$ cat src/rtl/column_readout.sv
// Streams one column of the node memory out over a valid/ready port after each compute step.
// It also captures the centre node as the audio sample and flags a start that arrives mid-stream.
module column_readout #(
  parameter int NUM_ROWS   = 30,
  parameter int CENTER_ROW = 15
) (
  input  logic        clk,
  input  logic        rst,
  input  logic        start,
  output logic [4:0]  mem_rd_addr,
  output logic        mem_rd_en,
  input  logic [17:0] mem_rd_data,
  output logic [17:0] out_data,
  output logic        out_valid,
  input  logic        out_ready,
  output logic        out_last,
  output logic        busy,
  output logic [17:0] center_sample,
  output logic        center_valid,
  output logic        overrun,
  output logic [1:0]  dbg_state
);

  // Output handshake: a word transfers in every cycle where out_valid and out_ready are
  // both high. While out_valid is high and out_ready is low, out_data and out_last hold.

  typedef enum logic [1:0] {
    IDLE  = 2'd0,
    READ  = 2'd1,
    DRAIN = 2'd2
  } state_t;

  localparam logic [5:0] LAST_ROW   = 6'(NUM_ROWS - 1);
  localparam logic [5:0] CENTER_IDX = 6'(CENTER_ROW);

  state_t      state_q, state_d;
  logic [5:0]  rd_ptr_q, rd_ptr_d;
  logic [5:0]  out_idx_q, out_idx_d;
  logic        inflight_q, inflight_d;
  logic [1:0]  count_q, count_d;
  logic [17:0] buf0_q, buf0_d;
  logic [17:0] buf1_q, buf1_d;
  logic [17:0] center_q, center_d;
  logic        center_valid_q, center_valid_d;
  logic        overrun_q, overrun_d;

  logic        pop;
  logic        issue;
  logic [1:0]  occ_after_pop;

  // The head word comes from the buffer when it holds data; otherwise a word returning
  // from memory is presented directly, so node 0 is visible two cycles after start.
  always_comb begin
    out_valid     = (count_q != 2'd0) || inflight_q;
    out_data      = (count_q != 2'd0) ? buf0_q : (inflight_q ? mem_rd_data : 18'd0);
    out_last      = out_valid && (out_idx_q == LAST_ROW);
    pop           = out_valid && out_ready;
    occ_after_pop = count_q + {1'b0, inflight_q} - {1'b0, pop};
    issue         = (state_q == READ) && (occ_after_pop < 2'd2);
    mem_rd_en     = issue;
    mem_rd_addr   = rd_ptr_q[4:0];
    busy          = (state_q != IDLE);
    center_sample = center_q;
    center_valid  = center_valid_q;
    overrun       = overrun_q;
    dbg_state     = state_q;
  end

  always_comb begin
    state_d        = state_q;
    rd_ptr_d       = rd_ptr_q;
    out_idx_d      = out_idx_q;
    overrun_d      = overrun_q;
    center_d       = center_q;
    center_valid_d = 1'b0;

    case (state_q)
      IDLE: begin
        if (start) begin
          state_d   = READ;
          rd_ptr_d  = 6'd0;
          out_idx_d = 6'd0;
        end
      end
      READ: begin
        if (issue) begin
          rd_ptr_d = rd_ptr_q + 6'd1;
          if (rd_ptr_q == LAST_ROW) state_d = DRAIN;
        end
      end
      DRAIN: begin
        if (pop && out_last) state_d = IDLE;
      end
      default: state_d = IDLE;
    endcase

    // A start outside IDLE, including the cycle the last word leaves, is dropped.
    if (start && (state_q != IDLE)) overrun_d = 1'b1;

    if (pop) begin
      out_idx_d = out_idx_q + 6'd1;
      if (out_idx_q == CENTER_IDX) begin
        center_d       = out_data;
        center_valid_d = 1'b1;
      end
    end
  end

  // Two-entry buffer: entry 0 is the head. The issue rule keeps buffered plus
  // in-flight words at two or fewer, so a full buffer never has a word in flight.
  always_comb begin
    count_d    = occ_after_pop;
    buf0_d     = buf0_q;
    buf1_d     = buf1_q;
    inflight_d = issue;
    case (count_q)
      2'd0: begin
        if (inflight_q && !pop) buf0_d = mem_rd_data;
      end
      2'd1: begin
        if (inflight_q && pop)       buf0_d = mem_rd_data;
        else if (inflight_q && !pop) buf1_d = mem_rd_data;
      end
      default: begin
        if (pop) buf0_d = buf1_q;
      end
    endcase
  end

  always_ff @(posedge clk) begin
    if (rst) begin
      state_q        <= IDLE;
      rd_ptr_q       <= 6'd0;
      out_idx_q      <= 6'd0;
      inflight_q     <= 1'b0;
      count_q        <= 2'd0;
      buf0_q         <= 18'd0;
      buf1_q         <= 18'd0;
      center_q       <= 18'd0;
      center_valid_q <= 1'b0;
      overrun_q      <= 1'b0;
    end else begin
      state_q        <= state_d;
      rd_ptr_q       <= rd_ptr_d;
      out_idx_q      <= out_idx_d;
      inflight_q     <= inflight_d;
      count_q        <= count_d;
      buf0_q         <= buf0_d;
      buf1_q         <= buf1_d;
      center_q       <= center_d;
      center_valid_q <= center_valid_d;
      overrun_q      <= overrun_d;
    end
  end

endmodule
$ cat config.mk
export PLATFORM = sky130hd
export DESIGN_NAME = column_readout
export DESIGN_NICKNAME = d
export VERILOG_FILES = /design/src/rtl/column_readout.sv
export SDC_FILE = /design/constraint.sdc
export NUM_CORES = 1
export LEC_CHECK = 0
export BUFFER_PORTS_ARGS = -buffer_cell sky130_fd_sc_hd__buf_2
export CORE_UTILIZATION = 47
export DETAILED_ROUTE_END_ITERATION = 12
export GPL_ROUTABILITY_DRIVEN = 0
export PLACE_DENSITY = 0.71
export SYNTH_ARGS = -nofsm -noshare
export SYNTH_HDL_FRONTEND = slang
export SYNTH_SLANG_ARGS = --single-unit
$ cat constraint.sdc
create_clock -name clk -period 2.1 [get_ports clk]
set_input_delay 0.21 -clock clk [delete_from_list [all_inputs] [get_ports clk]]
set_output_delay 0.21 -clock clk [all_outputs]
set_load 0.005 [all_outputs]
==> results.json, run 1 <==
{
  "synth.distinct_cells": 44,
  "path_cells": "o31ai_4 -> mux2i_1 -> ha_2 -> xnor2_2 -> buf_6 -> nor2_2 -> buf_2",
  "n_antenna_cell": 0,
  "grt_busiest_layer": "met2",
  "final_nets": 496,
  "fin_cells": 570,
  "placed_cells": 549,
  "worst-path-max-fanout": 5,
  "vias": 2947,
  "cts_sinks": 73,
  "dp_hpwl_mm": 4.989,
  "slew_violations": 0,
  "dieHeight_um": 87.19,
  "finalSetupViolations": 0,
  "cts_tree": "yes",
  "grt_pass1_wl_mm": 12.39,
  "ys_ff_latch": 73,
  "synth_top_area_share_pct": 42.85,
  "grt_start_max_net_pins": 33,
  "period_needed_ps": 2025,
  "critPathArrivalTime_ps": 1820,
  "worstSetupPathType": "flop to output pin",
  "firstDrtPassIters": 4,
  "final_core_util_pct": 59.04,
  "skew_ps": 11.55,
  "gr-total-overflow": 0,
  "fillerInstances": 637,
  "grt_use_total_pct": 20.91,
  "run_status": "finished clean",
  "path_clk_slew_ps": 80,
  "required_ps": 1890,
  "post_drt_wl_per_cell_um": 13.08,
  "fmax_mhz": 493.7,
  "port-buffer-count": 70,
  "fin_crit_sh_pct": 96.45,
  "netlist_area_um2": 3411,
  "post-synth-top-area-cell": "dfxtp_1",
  "post-route-drc-count": 0,
  "netlist_instances": 404,
  "rows": 30,
  "wl_mm": 7.458,
  "drive_gt1_share_pct": 25.53,
  "area_growth_pct": 19.55,
  "die_w_um": 87.19,
  "critPathCaptureType": "output pin",
  "grt_pass1_vias": 2715,
  "totalNegativeSetupSlack_ps": 0,
  "use_met3_pct": 2.844,
  "hold_viol": 0,
  "syn-num-nets": 431,
  "insertion_delay_ps": 350,
  "use_met1_pct": 25.84,
  "worstRegToRegCells": 7,
  "hp-class": "input pin to flop",
  "drv_cap": 0,
  "start_kind": "flop",
  "drt_iter0_markers": 135,
  "max_slew_margin_pct": 68.22,
  "cts_buffer_depth": 2,
  "use_met2_pct": 35.86,
  "start_util_pct": 49.38,
  "cts_inserted_buffers": 9,
  "yosysWarnings": 0,
  "placed_cell_area_um2": 3805,
  "worst_slew_pin_slew_ps": 476.1,
  "fin_area_um2": 4078,
  "antenna_found_initial": 0,
  "antenna_left": 0,
  "cts-root-buf": "clkbuf_8",
  "hold_depth": 3,
  "postSynthAreaPerCell_um2": 8.443,
  "yosysSeqAreaShare_pct": 42.85,
  "power_leakage_nw": 1.575,
  "slowest_stage": "dfxtp_4",
  "worst_ir_drop_vdd_mv": 0.3939,
  "hold_ws_ps": 111.1,
  "cpPeakStageDelay_ps": 370,
  "synthTopCellsByArea": "dfxtp_1 (43%), mux2i_1 (11%), nand2_1 (8.8%)",
  "boundaryPins": 71,
  "coreArea_um2": 6907,
  "multi_input_area_um2": 1762,
  "cts_htree_levels": 3,
  "dieArea_um2": 7601,
  "seq_area_um2": 1466,
  "power.density_nw_per_um2": 783.7,
  "vias_per_cell": 5.170
}
[Yosys cell counts]
cell type	instances
buf_4	10
nor3b_1	1
o211ai_1	1
buf_1	1
buf_6	5
a31oi_1	2
nor4bb_1	1
o21bai_1	2
nor3_1	1
a22o_1	1
o21ai_2	1
or2_4	1
nor2b_1	5
ha_1	5
o21ai_0	20
or4_1	1
inv_1	3
nor2_1	54
o2bb2ai_1	1
nor4_1	1
nand3_1	5
o41ai_1	1
or2_2	1
a221oi_1	1
clkbuf_1	15
xnor2_2	1
buf_2	5
o31ai_1	1
nand2_1	80
nand2b_4	1
xor2_1	2
or3_4	1
o31a_2	1
o22ai_1	3
mux2i_1	38
a211oi_1	23
nand4bb_1	1
a21oi_1	24
xnor2_1	1
dfxtp_1	73
or3_1	2
a2bb2oi_4	1
mux2_2	1
nand2b_1	5
[power by group]
| part | switching [W] | internal [W] | total, W | leakage, nW |
|---|---|---|---|---|
| logic | 0.000299 | 0.000231 | 0.000530 | 0.877 |
| clock network | 0.000516 | 0.000663 | 0.00118 | 0.106 |
| registers | 0.0000462 | 0.00144 | 0.00149 | 0.592 |
| total | 0.000862 | 0.00233 | 0.00320 | 1.57 |
[critical path: cells and delay by family, from the launching register on]
family                   cells  cell delay, ps
adder cells (fa/ha/maj)      1             220
AO/OA/AOI/OAI                1             250
buffers and inverters        2             270
XOR/XNOR                     1             220
multiplexers                 1             110
flip-flops                   1             370
AND/OR/NAND/NOR              1              30
[cell families after synthesis]
logic type | count (synthesis) | share of synthesized area, %
adder cells (fa/ha/maj) | 5 | 1.834
buffers and inverters | 39 | 6.676
AND/OR/NAND/NOR | 161 | 20.25
XOR/XNOR | 4 | 1.248
flip-flops | 73 | 42.85
multiplexers | 39 | 11.48
AO/OA/AOI/OAI | 83 | 15.66
[layout make-up]
cell class                 count  area share [%]
clock buffer                  10           3.130
inverter                       3          0.2762
multi-input combinational    292           43.20
timing repair buffer          90           12.46
tap                           96           2.946
sequential                    73           35.96
clock inverter                 6           2.025
[stage by stage]
| stage | total power [W] | worst slack (ps) |
|---|---|---|
| final | 0.003196 | 74.52 |
| after CTS | 0.003203 | 2.241 |
| after detailed placement | 0.002018 | 207.0 |
| after global routing | 0.003349 | -2.843 |
| after floorplan | 0.001880 | 11.10 |
| after global placement | 0.002007 | 279.9 |
[cell usage in the layout (no fill, tap or decap), types with 2 or more instances in the layout]
| cell type | n |
|---|---|
| inv_1 | 3 |
| o21bai_1 | 2 |
| clkbuf_8 | 9 |
| o22ai_1 | 3 |
| clkinv_2 | 3 |
| buf_4 | 18 |
| buf_2 | 70 |
| dfxtp_1 | 71 |
| o21ai_0 | 20 |
| a211oi_1 | 23 |
| nor2_1 | 53 |
| xor2_1 | 2 |
| nor2b_1 | 5 |
| mux2i_1 | 38 |
| a21oi_1 | 24 |
| ha_1 | 4 |
| bufinv_16 | 2 |
| buf_6 | 2 |
| nand3_1 | 5 |
| nand2_1 | 80 |
| nand2b_1 | 5 |
| or3_1 | 2 |
| a31oi_1 | 2 |
[layer usage]
layer,part of all wire (%),up-vias
met3,4.7,10
met4,1.9,0
met5,0,-
li1,-,1500
met1,46,1359
met2,47,78
[final timing paths]
path,slack [ps],to,start
worst max-delay path,70,mem_rd_en,count_q[1]
worst min-delay path,110,buf1_q[5],mem_rd_data[5]
worst max register to register,150,rd_ptr_q[4],inflight_q
worst min register to register,460,buf1_q[8],buf1_q[8]
[timing repair]
item	in CTS	in global routing
gates resized for setup	1	6
pin swaps	1	2
endpoints found under the setup margin	1	3
setup buffers	1	4
hold buffers	0	0
[registers in the layout, summed over array words and instances, names as in the netlist]
name / count
buf0_q: 18
buf1_q: 18
center_sample: 18
center_valid: 1
count_q: 2
dbg_state: 2
inflight_q: 1
out_idx_q: 6
overrun: 1
rd_ptr_q: 6
No activity file was read; power rests on OpenSTA's default activity.
==> inputs of run 2 (changes only) <==
- BUFFER_PORTS_ARGS: -buffer_cell sky130_fd_sc_hd__buf_2 -> -buffer_cell sky130_fd_sc_hd__buf_4
==> results.json, run 2 (synthesis gave the netlist of run 1 again) <==
{
  "worst_slew_pin_slew_ps": 442.6,
  "drive_gt1_share_pct": 24.73,
  "worstRegToRegCells": 7,
  "port-buffer-count": 70,
  "antenna_found_initial": 0,
  "r2r_start": "inflight_q",
  "max_slew_margin_pct": 70.43,
  "post-route-drc-count": 0,
  "wl_mm": 7.596,
  "holdBufCountCts": 0,
  "regToRegEndpoint": "rd_ptr_q[1]",
  "hold_path_end": "buf1_q[9]",
  "area_growth_pct": 23.77,
  "totalNegativeSetupSlack_ps": 0,
  "met2WireLength_mm": 3.579,
  "antenna_left": 0,
  "required_ps": 1890,
  "slowest_stage": "dfxtp_1",
  "drt_iter0_markers": 140,
  "final_cell_mix": "buf_4 (84), nand2_1 (80), dfxtp_1 (71)",
  "grt_pass1_vias": 2815,
  "slew_violations": 0,
  "vias_per_cell": 5.193,
  "cpPeakStageDelay_ps": 350,
  "cts-root-buf": "clkbuf_8",
  "reg2reg_slack_ps": 160,
  "dp_hpwl_mm": 5.149,
  "coreArea_um2": 6907,
  "critical_path.top_delay_family": "buffers and inverters",
  "placed_cell_area_um2": 3965,
  "worst_ir_drop_vdd_mv": 0.4261,
  "start_kind": "flop",
  "run_status": "finished clean",
  "grt_use_total_pct": 22.09,
  "fin_area_um2": 4222,
  "dieHeight_um": 87.19,
  "rsz0062_at_grt": "false",
  "hold_depth": 3,
  "hold_viol": 0,
  "insertion_delay_ps": 350,
  "dieArea_um2": 7601,
  "rows": 30,
  "period_needed_ps": 1979,
  "firstDrtPassIters": 4,
  "critPathArrivalTime_ps": 1770,
  "n_antenna_cell": 0,
  "final_common_cell": "buf_4",
  "cts_tree": "yes",
  "cts_htree_levels": 3,
  "worst-path-max-fanout": 25,
  "final_nets": 491,
  "critPathCaptureType": "output pin",
  "path_cells": "buf_4 -> nand2_1 -> a2bb2oi_4 -> xnor2_4 -> nor2_1 -> buf_4",
  "cts_sinks": 73,
  "vias": 2934,
  "wl_met3_um": 266,
  "fmax_mhz": 505.2,
  "grt_start_max_net_pins": 41,
  "post_drt_wl_per_cell_um": 13.44,
  "crit_buf_inv": 2,
  "cts_buffer_depth": 2,
  "finalSetupViolations": 0,
  "gr-total-overflow": 0,
  "power_leakage_nw": 1.558,
  "grt_pass1_wl_mm": 13.00,
  "boundaryPins": 71,
  "die_w_um": 87.19,
  "path_clk_slew_ps": 80,
  "fin_crit_sh_pct": 94.25,
  "top_layer": "met4",
  "cts_inserted_buffers": 9,
  "skew_ps": 8.032,
  "hp-class": "input pin to flop",
  "worstSetupPathType": "flop to output pin",
  "drv_cap": 0,
  "critPathMostFrequentCell": "buf_4",
  "power.density_nw_per_um2": 772.5,
  "hp-start": "mem_rd_data[9]",
  "start_util_pct": 49.38,
  "wl_met1_mm": 3.607
}
[run 2: tightest hold or removal path, stage by stage]
cell and delay, ps:
buf_4 120, nand2_1 50, a21oi_1 50
[run 2: through the flow]
step	std cells	power (W)	hold WS [ps]	worst slack (ps)	utilization (%)
finish	565	0.003261	116.5	120.8	61.12
global route	565	0.003419	117.3	44.46	61.12
CTS	565	0.003281	109.0	32.71	60.96
detailed placement	547	0.002054	447.9	149.4	57.41
global placement	547	0.002043	441.1	198.8	57.41
floorplan	404	0.001880	346.0	11.10	-
[run 2: timing repair]
action | in CTS | in global routing
resized for setup | 2 | 6
endpoints found under the setup margin | 2 | 18
buffers inserted | 2 | 0
pin swaps | 1 | 0
hold endpoints to repair | 0 | 0
[run 2: power breakdown]
part | total, W | switching (W) | internal [W]
Combinational | 0.000559 | 0.000301 | 0.000258
Sequential | 0.00149 | 0.0000470 | 0.00144
Clock | 0.00121 | 0.000542 | 0.000673
[run 2: worst max path at each step]
stage               startpoint      endpoint  slack [ps]  depth (start not counted)
global route        count_q[0]   rd_ptr_q[2]          40                          8
global placement    count_q[0]   rd_ptr_q[4]         200                          6
floorplan           count_q[0]   rd_ptr_q[1]          10                          8
CTS                 count_q[0]  out_data[15]          30                          5
detailed placement  count_q[0]   rd_ptr_q[4]         150                          6
finish              inflight_q     mem_rd_en         120                          6
[run 2: metal layers]
layer | GRT usage (%) | up-vias
met5 | 0 | -
met4 | 11.18 | 0
met3 | 2.654 | 9
met2 | 37.44 | 71
met1 | 27.75 | 1355
li1 | - | 1499
[run 2: area by class of cell]
cell class / count / area, um2
clock inverters: 6 / 91.34
clock buffers: 10 / 127.6
well taps: 96 / 120.1
multi-input cells: 292 / 1765
flip-flops and latches: 73 / 1464
repair buffers: 85 / 641.9
inverters: 3 / 11.26
fillers: 628 / 2685
